## src/rtl/vector_collect_if.sv

```systemverilog
// Element-in / vector-out stream bundle for vector_collect.
// The DUT uses the slave modport; the producer/consumer side uses master.
interface vector_collect_if #(
  parameter int BITS = 16,
  parameter int N    = 3
);
  logic            in_valid;
  logic [BITS-1:0] in_data;
  logic            in_last;
  logic            in_ready;
  logic            out_valid;
  logic            out_ready;
  logic [BITS-1:0] vout [N];

  modport slave (
    input  in_valid, in_data, in_last, out_ready,
    output in_ready, out_valid, vout
  );

  modport master (
    output in_valid, in_data, in_last, out_ready,
    input  in_ready, out_valid, vout
  );
endinterface

```

## src/rtl/vector_collect.sv

```systemverilog
// Gathers N consecutive BITS-wide elements into one vector behind a one-deep output register.
// Optional early completion with zero padding on in_last: define VECTOR_COLLECT_PAD_EN.
//
// Handshake: a transfer happens on a rising edge where valid && ready are both 1;
// valid never depends on ready, and data is held stable while valid && !ready.
module vector_collect #(
  parameter int BITS = 16,
  parameter int N    = 3
) (
  input  logic            clk,
  input  logic            rst,
  vector_collect_if.slave bus,
  output logic            o_dbg_state
);
  localparam int IW = (N > 1) ? $clog2(N) : 1;
  localparam logic [IW-1:0] LAST_IDX = IW'(N - 1);

  typedef enum logic {S_FILL = 1'b0, S_HOLD = 1'b1} state_t;

  state_t          r_state;
  logic [IW-1:0]   r_idx;
  logic [BITS-1:0] r_cbuf [N];
  logic [BITS-1:0] r_vout [N];
  logic            r_out_valid;

  logic            w_accept;
  logic            w_slot_free;
  logic            w_early;
  logic            w_complete;
  logic [BITS-1:0] w_merged [N];

  assign bus.in_ready  = (r_state == S_FILL);
  assign bus.out_valid = r_out_valid;
  assign bus.vout      = r_vout;
  assign o_dbg_state   = (r_state == S_HOLD);

  assign w_accept    = bus.in_valid && (r_state == S_FILL);
  assign w_slot_free = !r_out_valid || bus.out_ready;

`ifdef VECTOR_COLLECT_PAD_EN
  assign w_early = bus.in_last;
`else
  logic w_unused_last;
  assign w_unused_last = bus.in_last;
  assign w_early       = 1'b0;
`endif

  assign w_complete = w_accept && ((r_idx == LAST_IDX) || w_early);

  // Buffer contents after this accept; lanes past an early-completing element read as +0.0.
  always_comb begin
    for (int k = 0; k < N; k++) begin
      w_merged[k] = r_cbuf[k];
      if (IW'(k) == r_idx) begin
        w_merged[k] = bus.in_data;
      end else if (w_early && (IW'(k) > r_idx)) begin
        w_merged[k] = '0;
      end
    end
  end

  always_ff @(posedge clk or posedge rst) begin
    if (rst) begin
      r_state     <= S_FILL;
      r_idx       <= '0;
      r_out_valid <= 1'b0;
      for (int k = 0; k < N; k++) begin
        r_cbuf[k] <= '0;
        r_vout[k] <= '0;
      end
    end else begin
      case (r_state)
        S_FILL: begin
          if (r_out_valid && bus.out_ready) begin
            r_out_valid <= 1'b0;
          end
          if (w_accept) begin
            r_cbuf <= w_merged;
            r_idx  <= w_complete ? '0 : r_idx + IW'(1);
            if (w_complete) begin
              if (w_slot_free) begin
                r_vout      <= w_merged;
                r_out_valid <= 1'b1;
              end else begin
                r_state <= S_HOLD;
              end
            end
          end
        end
        S_HOLD: begin
          // A held vector implies out_valid is 1, so the slot frees only on handshake.
          if (w_slot_free) begin
            r_vout      <= r_cbuf;
            r_out_valid <= 1'b1;
            r_state     <= S_FILL;
          end
        end
        default: r_state <= S_FILL;
      endcase
    end
  end
endmodule

```

## src/flat_wrapper.sv

```systemverilog
// flat-port wrapper written by rule: the top's interface ports become plain ports
module vector_collect_flat 
#(
  parameter int BITS = 16,
  parameter int N    = 3
)
  (clk, rst, o_dbg_state, bus_in_valid, bus_in_data, bus_in_last, bus_out_ready, bus_in_ready, bus_out_valid, bus_vout);
  vector_collect_if #(.BITS(BITS), .N(N)) bus_i ();
  input  logic clk;
  input  logic rst;
  output logic o_dbg_state;
  input wire logic [$bits(bus_i.in_valid)-1:0] bus_in_valid;
  input wire logic [$bits(bus_i.in_data)-1:0] bus_in_data;
  input wire logic [$bits(bus_i.in_last)-1:0] bus_in_last;
  input wire logic [$bits(bus_i.out_ready)-1:0] bus_out_ready;
  output wire logic [$bits(bus_i.in_ready)-1:0] bus_in_ready;
  output wire logic [$bits(bus_i.out_valid)-1:0] bus_out_valid;
  output wire logic [$bits(bus_i.vout)-1:0] bus_vout;
  assign bus_i.in_valid = bus_in_valid;
  assign bus_i.in_data = bus_in_data;
  assign bus_i.in_last = bus_in_last;
  assign bus_i.out_ready = bus_out_ready;
  assign bus_in_ready = bus_i.in_ready;
  assign bus_out_valid = bus_i.out_valid;
  assign bus_vout = {>>{bus_i.vout}};
  vector_collect #(.BITS(BITS), .N(N)) u_core (.clk(clk), .rst(rst), .bus(bus_i), .o_dbg_state(o_dbg_state));
endmodule
```

## config.mk

```make
export PLATFORM = sky130hd
export DESIGN_NAME = vector_collect_flat
export DESIGN_NICKNAME = d
export VERILOG_FILES = /design/src/rtl/vector_collect_if.sv /design/src/rtl/vector_collect.sv /design/src/flat_wrapper.sv
export SDC_FILE = /design/constraint.sdc
export NUM_CORES = 1
export LEC_CHECK = 0
export ABC_AREA = 1
export BUFFER_PORTS_ARGS = -buffer_cell sky130_fd_sc_hd__buf_2
export CELL_PAD_IN_SITES_DETAIL_PLACEMENT = 1
export CELL_PAD_IN_SITES_GLOBAL_PLACEMENT = 1
export CORE_MARGIN = 5
export CORE_UTILIZATION = 38
export DETAILED_ROUTE_END_ITERATION = 10
export PLACE_DENSITY_LB_ADDON = 0.1
export SLEW_MARGIN = 20
export SYNTH_ARGS = -nofsm -noshare
export SYNTH_HDL_FRONTEND = slang
export SYNTH_SLANG_ARGS = --single-unit
export TNS_END_PERCENT = 50
```

## constraint.sdc

```tcl
create_clock -name clk -period 2.7 [get_ports clk]
set_clock_uncertainty 0.1 [all_clocks]
set_input_delay 0.135 -clock clk [delete_from_list [all_inputs] [get_ports clk]]
set_output_delay 0.135 -clock clk [all_outputs]
set_load 0.01 [all_outputs]
```

==> impl_metrics.json, run 1 <==
{
  "status": "completed",
  "fin_crit_sh_pct": 79.1,
  "start_util_pct": 39.0,
  "synth.avg_cell_area_um2": 8.15,
  "crit_type": "flip-flop to flip-flop",
  "p_per_area_nw_per_um2": 1190,
  "portBuffers": 70,
  "synth_edf_count": 0,
  "grt_overflow": 0,
  "root_buffer": "clkbuf_16",
  "antenna_found_initial": 0,
  "rsz0062_at_grt": "no",
  "critPathArrivalTime_ps": 2270,
  "critPathMaxStageDelay_ps": 670,
  "area_growth_pct": 17.6,
  "ys_seq_elements": 100,
  "synth_flop_cell": "dfrtp_1",
  "grt_pass1_wl_mm": 22.6,
  "cp_slowest_cell": "dfrtp_1",
  "drtPass1Iterations": 4,
  "path_max_fanout": 20,
  "syn_nets": 598,
  "cap_viol_max_count": 0,
  "setup_viol": 0,
  "wl_per_cell_um": 16.7,
  "ios": 72,
  "hold_path.class": "input port to flip-flop",
  "cts.htree.levels": 3,
  "r2r_slack_ps": 560,
  "postRouteAntennaNets": 0,
  "grt_usage_pct": 19.6,
  "yosysMostFrequentCell": "nand2_1",
  "hold_viol_final": 0,
  "first_iter_violations": 241,
  "grt_pass1_vias": 4354,
  "dp_hpwl_mm": 8.92,
  "drc_errors": 0,
  "ys_seq_area_share_pct": 53.2,
  "place_ws_ps": 571,
  "antenna_cells": 0,
  "finalWirelength_mm": 13.5,
  "clock-sinks": 100,
  "post-route-util_pct": 45.9,
  "core_area_um2": 12100,
  "numCtsBuffers": 9,
  "row_count": 40,
  "clockBufferDepth": 2,
  "clk_transition_reported_paths_ps": 70,
  "viasPerCell": 5.06,
  "ys_top_cells_by_area": "dfrtp_1, nand2_1, nand3_1",
  "holdWs_ps": 36.6,
  "crit_path_frequent_cell": "nand2_1",
  "synth_top_area_share_pct": 53.2,
  "critPathRequiredTime_ps": 2840,
  "setup_slack_ps": 565,
  "drive_gt1_share_pct": 21.4,
  "path_cells": "nor2_4, nand2_1, nand2_1, o21ai_0, nand2_1, nand2_1",
  "maxSlewViolCount": 0,
  "synth_cell_types": 23,
  "async_flop_share_pct": 100,
  "p_leak_nw": 2.76,
  "yosys-top-cells-count": "nand2_1, dfrtp_1, nand3_1",
  "cp-end-kind": "flip-flop",
  "clock_latency_ps": 350,
  "cp-start-kind": "flip-flop",
  "syn_area_um2": 4700,
  "dp_cells": 791,
  "cts_tree": "done",
  "yosysWarnings": 0,
  "synth.largest_area_cell": "dfrtp_1",
  "nets": 657,
  "max_slew_margin_pct": 47.7,
  "dr_total_vias": 4090,
  "worstMarginPinSlew_ps": 784,
  "ir_worst_vdd_mv": 0.447,
  "grt_max_degree": 101,
  "fin_cells": 809,
  "layout_min_cycle_time_ps": 2140,
  "synth_cells": 577,
  "tns_ps": 0,
  "die_width_um": 121,
  "die_h_um": 121,
  "fmax_ghz": 0.468,
  "die_area_um2": 14700,
  "routabilityCongestion": 0.771
}
==> worst max-delay path, delay by kind of cell, from the launching register on <==
kind	cells	cell delay [ps]
AO/OA/AOI/OAI	1	130
AND/OR/NAND/NOR	5	1120
flip-flops	1	670
==> cell families (layout without fill, tap and decap cells) <==
group | Yosys count | in the layout | share of synthesized area [%]
DFF | 100 | 100 | 53.2
and+or+nand+nor | 360 | 360 | 33.7
buffers and inverters | 50 | 114 | 4.82
AOI/OAI and AO/OA | 67 | 67 | 8.27
==> worst paths after layout <==
kind | endpoint | cells after the start | start
min reg2reg | u_core.bus.vout[29]$_DFFE_PP0P_ | 2 | u_core.bus.vout[29]$_DFFE_PP0P_
max reg2reg | u_core.bus.vout[45]$_DFFE_PP0P_ | 6 | u_core.r_idx[1]$_DFFE_PP0P_
max in group asynchronous | u_core.bus.vout[37]$_DFFE_PP0P_ | 4 | rst
min in group asynchronous | u_core.r_cbuf[4]$_DFFE_PP0P_ | 4 | rst
min | u_core.r_cbuf[47]$_DFFE_PP0P_ | 3 | bus_in_data[15]
max | u_core.bus.vout[45]$_DFFE_PP0P_ | 6 | u_core.r_idx[1]$_DFFE_PP0P_
==> power breakdown <==
group	leakage, nW	switching, mW	total (mW)	internal, mW
logic	1.41	1.66	2.62	0.960
clock network	0.155	0.560	1.32	0.763
registers	1.19	0.439	2.63	2.19
total	2.76	2.66	6.58	3.92
==> routing by layer <==
| metal | vias up | global-route usage, % | wire length [um] |
|---|---|---|---|
| li1 | 2015 | - | - |
| met2 | 78 | 33.3 | 6660 |
| met5 | - | 0 | 0 |
| met1 | 1993 | 25.3 | 6150 |
| met4 | 0 | 5.04 | 75 |
| met3 | 4 | 4.34 | 622 |
==> state kept, by name, summed over array words and instances (netlist names) <==
signal and flops:
u_core.bus.out_valid 1, u_core.bus.vout 48, u_core.r_cbuf 48, u_core.r_idx 2, u_core.o_dbg_state 1
==> cell usage in the layout (no fill, tap or decap), types with 2 or more instances in the layout <==
master and instances:
a21oi_1 4, a31oi_1 31, buf_12 2, buf_2 70, buf_4 10, clkbuf_16 9
clkbuf_8 2, clkinv_2 4, dfrtp_1 100, dlygate4sd3_1 2, inv_1 10, inv_2 3
nand2_1 188, nand3_1 96, nand3b_1 4, nor2_1 34, nor3_1 4, o21ai_0 25
o21ai_1 4, or2_2 31
==> area by class of cell <==
cell class / instances / area (um2)
multi-input combinational: 427 / 1970
clock inverter: 5 / 50.0
sequential: 100 / 2500
clock buffer: 11 / 253
inverter: 14 / 56.3
tap: 168 / 210
fill: 1474 / 6530
timing repair buffer: 84 / 485
==> repair_timing <==
action                    CTS  global route
hold endpoints to repair  101             0
resized for setup           0             0
setup buffers               0             0
hold buffers                2             0
==> through the flow <==
step | instance area, um2 | power (mW)
floorplan | 4710 | 4.37
global placement | 5210 | 5.13
detailed placement | 5210 | 5.30
CTS | 5530 | 6.66
global route | 5530 | 7.16
finish | 5530 | 6.58
Note: power is estimated with default switching activity, not from simulation.
==> inputs of run 2 (changes only) <==
--- a/config.mk
+++ b/config.mk
@@ -5,12 +5,12 @@
 export SDC_FILE = /design/constraint.sdc
 export NUM_CORES = 1
 export LEC_CHECK = 0
-export ABC_AREA = 1
+export ABC_AREA = 0
 export BUFFER_PORTS_ARGS = -buffer_cell sky130_fd_sc_hd__buf_2
 export CELL_PAD_IN_SITES_DETAIL_PLACEMENT = 1
 export CELL_PAD_IN_SITES_GLOBAL_PLACEMENT = 1
 export CORE_MARGIN = 5
-export CORE_UTILIZATION = 38
+export CORE_UTILIZATION = 42
 export DETAILED_ROUTE_END_ITERATION = 10
 export PLACE_DENSITY_LB_ADDON = 0.1
 export SLEW_MARGIN = 20
==> constraint.sdc (replaced) <==
create_clock -name clk -period 1.7 [get_ports clk]
set_clock_uncertainty 0.1 [all_clocks]
set_input_delay 0.085 -clock clk [delete_from_list [all_inputs] [get_ports clk]]
set_output_delay 0.085 -clock clk [all_outputs]
set_load 0.01 [all_outputs]
==> run 2 against run 1 <==
- the flow now finishes with violations (setup timing)
- synthesized cell count shrank 52%
- worst setup slack worse by 680 ps
- sequential power up 62%
- sequential cell count unchanged
- first-iteration DRC count decreased by 76%
- sequential share of layout area fell by 2.1 points
- power grew 68%
- cell area grew 5.0%
- utilization rose by 11 points
- clock power grew 25%
- global-route usage shrank 2.9 points
- non-clock buffer count rose by 35
- critical path type unchanged
- critical endpoint is now u_core.bus.vout[40]$_DFFE_PP0P_
==> impl_metrics.json, run 2 <==
{
  "status": "finished, violations left",
  "violations": "setup timing",
  "ys_seq_area_share_pct": 56.8,
  "antenna_found_initial": 0,
  "critPathMaxStageDelay_ps": 490,
  "hold_path.class": "input port to asynchronous set/reset pin",
  "hold_viol_final": 0,
  "final_cell_mix": "dfrtp_1, mux2_2, buf_2",
  "clk_transition_reported_paths_ps": 100,
  "cp-start-kind": "flip-flop",
  "cts_tree": "done",
  "yosysWarnings": 0,
  "p_int_mw": 7.63,
  "drive_gt1_share_pct": 68.4,
  "die_width_um": 112,
  "p_per_area_nw_per_um2": 1900,
  "cp-end-kind": "flip-flop",
  "crit_type": "flip-flop to flip-flop",
  "setup_viol": 83,
  "async_flop_share_pct": 100,
  "grt_usage_pct": 16.6,
  "drc_errors": 0,
  "synth_top_area_share_pct": 56.8,
  "critPathArrivalTime_ps": 1970,
  "synth.largest_area_cell": "dfrtp_1",
  "path_max_fanout": 11,
  "die_area_um2": 12600,
  "clock_latency_ps": 360,
  "maxSlewViolCount": 0,
  "die_h_um": 112,
  "p_comb_share_pct": 46.6,
  "synth.avg_cell_area_um2": 16.0,
  "synth_cells": 275,
  "row_count": 37,
  "postRouteAntennaNets": 0,
  "cp_slowest_cell": "dfrtp_2",
  "switching_share_pct": 30.9,
  "cap_viol_max_count": 0,
  "p_sw_mw": 3.41,
  "yosysMostFrequentCell": "mux2_2",
  "design_area_um2": 5810,
  "portBuffers": 70,
  "ios": 72,
  "start_util_pct": 42.9,
  "max_slew_margin_pct": 64.7,
  "critPathRequiredTime_ps": 1860,
  "area_growth_pct": 31.9,
  "power.total_mw": 11.0,
  "dp_hpwl_mm": 6.62,
  "path_cells": "buf_6, nor3_4, buf_6, mux2_2, mux2_2",
  "final_common_cell": "dfrtp_1",
  "nets": 412,
  "routabilityCongestion": 0.767,
  "dr_total_vias": 2672,
  "synth_flop_cell": "dfrtp_1",
  "place_area_um2": 5070,
  "synth_edf_count": 0,
  "yosys-top-cells-count": "mux2_2, dfrtp_1, buf_4",
  "fin_crit_sh_pct": 107,
  "syn_nets": 296,
  "numCtsBuffers": 9,
  "grt_max_degree": 49,
  "grt_pass1_wl_mm": 16.6,
  "p_leak_nw": 2.66,
  "synth_cell_types": 17,
  "setup_slack_ps": -111,
  "path_delay_family": "multiplexers",
  "seq_power_share_pct": 38.4,
  "p_clk_share_pct": 14.9,
  "core_area_um2": 10300,
  "antenna_cells": 0,
  "grt_overflow": 0,
  "syn_area_um2": 4400,
  "finalWirelength_mm": 10.1,
  "clockBufferDepth": 2,
  "wl_per_cell_um": 19.0,
  "ys_seq_elements": 100,
  "cts.htree.levels": 3,
  "first_iter_violations": 58,
  "clock-sinks": 100,
  "grt_pass1_vias": 3007,
  "worstMarginPinSlew_ps": 529,
  "rsz0062_at_grt": "yes",
  "drtPass1Iterations": 4,
  "critical_path_buf_inv_count": 2,
  "ys_top_cells_by_area": "dfrtp_1, mux2_2, nor3b_4",
  "layout_min_cycle_time_ps": 1810,
  "ir_worst_vdd_mv": 0.722,
  "root_buffer": "clkbuf_8",
  "fmax_ghz": 0.552,
  "viasPerCell": 5.02
}
run 2: cell count changes after synthesis, moves of 20 or more:
cell     before  now
or2_2        31    0
o21ai_0      25    0
nor2_1       34    1
mux2_2        0  142
buf_2        22    2
nand2_1     188    1
a31oi_1      31    0
nand3_1      96    0
run 2: repair_timing:
item,CTS,global route
hold endpoints to repair,69,0
buffers inserted,3,2
hold buffers,18,0
resized for setup,39,28
pin swaps,1,2
endpoints found under the setup margin,96,96
gates cloned,1,1
run 2: power groups by stage:
stage / sequential (mW) / clock, mW / combinational [mW]
after detailed placement: 4.28 / 0 / 4.47
after floorplan: 4.36 / 0 / 2.84
after global placement: 4.21 / 0 / 4.37
after global routing: 4.42 / 1.80 / 5.53
after CTS: 4.25 / 1.72 / 4.89
final: 4.25 / 1.65 / 5.15
run 2: final cells by class:
| cell class | instances | area, um2 |
|---|---|---|
| inverters | 2 | 11.3 |
| multi-input cells | 159 | 1990 |
| well taps | 136 | 170 |
| clock buffers | 10 | 128 |
| repair buffers | 119 | 917 |
| flip-flops and latches | 100 | 2510 |
| clock inverters | 6 | 88.8 |
| fillers | 1019 | 4470 |
run 2: kinds of logic (layout without fill, tap and decap cells):
| group | after synthesis | in the layout | share of synthesized area, % |
|---|---|---|---|
| AO/OA/AOI/OAI | 3 | 3 | 0.511 |
| flip-flops | 100 | 100 | 56.8 |
| AND/OR/NAND/NOR | 12 | 12 | 3.07 |
| multiplexers | 144 | 144 | 36.8 |
| buffers and inverters | 16 | 137 | 2.78 |
run 2: worst min-delay path: stages:
cell	delay, ps
dlygate4sd3_1	530
buf_2	130
clkinvlp_4	360
run 2: stage by stage:
step / setup TNS (ps) / setup WS [ps] / hold WS, ps / util [%] / std cells
floorplan: -10270 / -222 / 137 / - / 275
global placement: -9950 / -178 / 60.0 / 49.4 / 491
detailed placement: -13030 / -205 / 55.2 / 49.4 / 491
CTS: -4220 / -93.4 / 123 / 55.1 / 529
global route: -10820 / -181 / 216 / 56.5 / 532
finish: -4840 / -111 / 210 / 56.5 / 532
run 2: path summary, 6_finish.rpt:
path / startpoint / to / slack (ps) / depth (start not counted)
worst max-delay path: u_core.o_dbg_state$_DFF_PP0_ / u_core.bus.vout[40]$_DFFE_PP0P_ / -110 / 5
worst min-delay path: rst / u_core.r_cbuf[32]$_DFFE_PP0P_ / 210 / 3
worst max register to register: u_core.o_dbg_state$_DFF_PP0_ / u_core.bus.vout[40]$_DFFE_PP0P_ / -110 / 5
worst min register to register: u_core.bus.vout[12]$_DFFE_PP0P_ / u_core.bus.vout[12]$_DFFE_PP0P_ / 410 / 1
max in group asynchronous: rst / u_core.r_idx[1]$_DFFE_PP0P_ / 660 / 4
min in group clk: bus_in_valid / u_core.r_idx[1]$_DFFE_PP0P_ / 230 / 5
run 2: per-layer routing:
metal / vias up / wire, um / GRT usage, %
met5: - / 0 / 0
met4: 0 / 87 / 5.53
met3: 5 / 287 / 2.48
met2: 41 / 4860 / 26.1
met1: 1407 / 4900 / 23.7
li1: 1219 / - / -
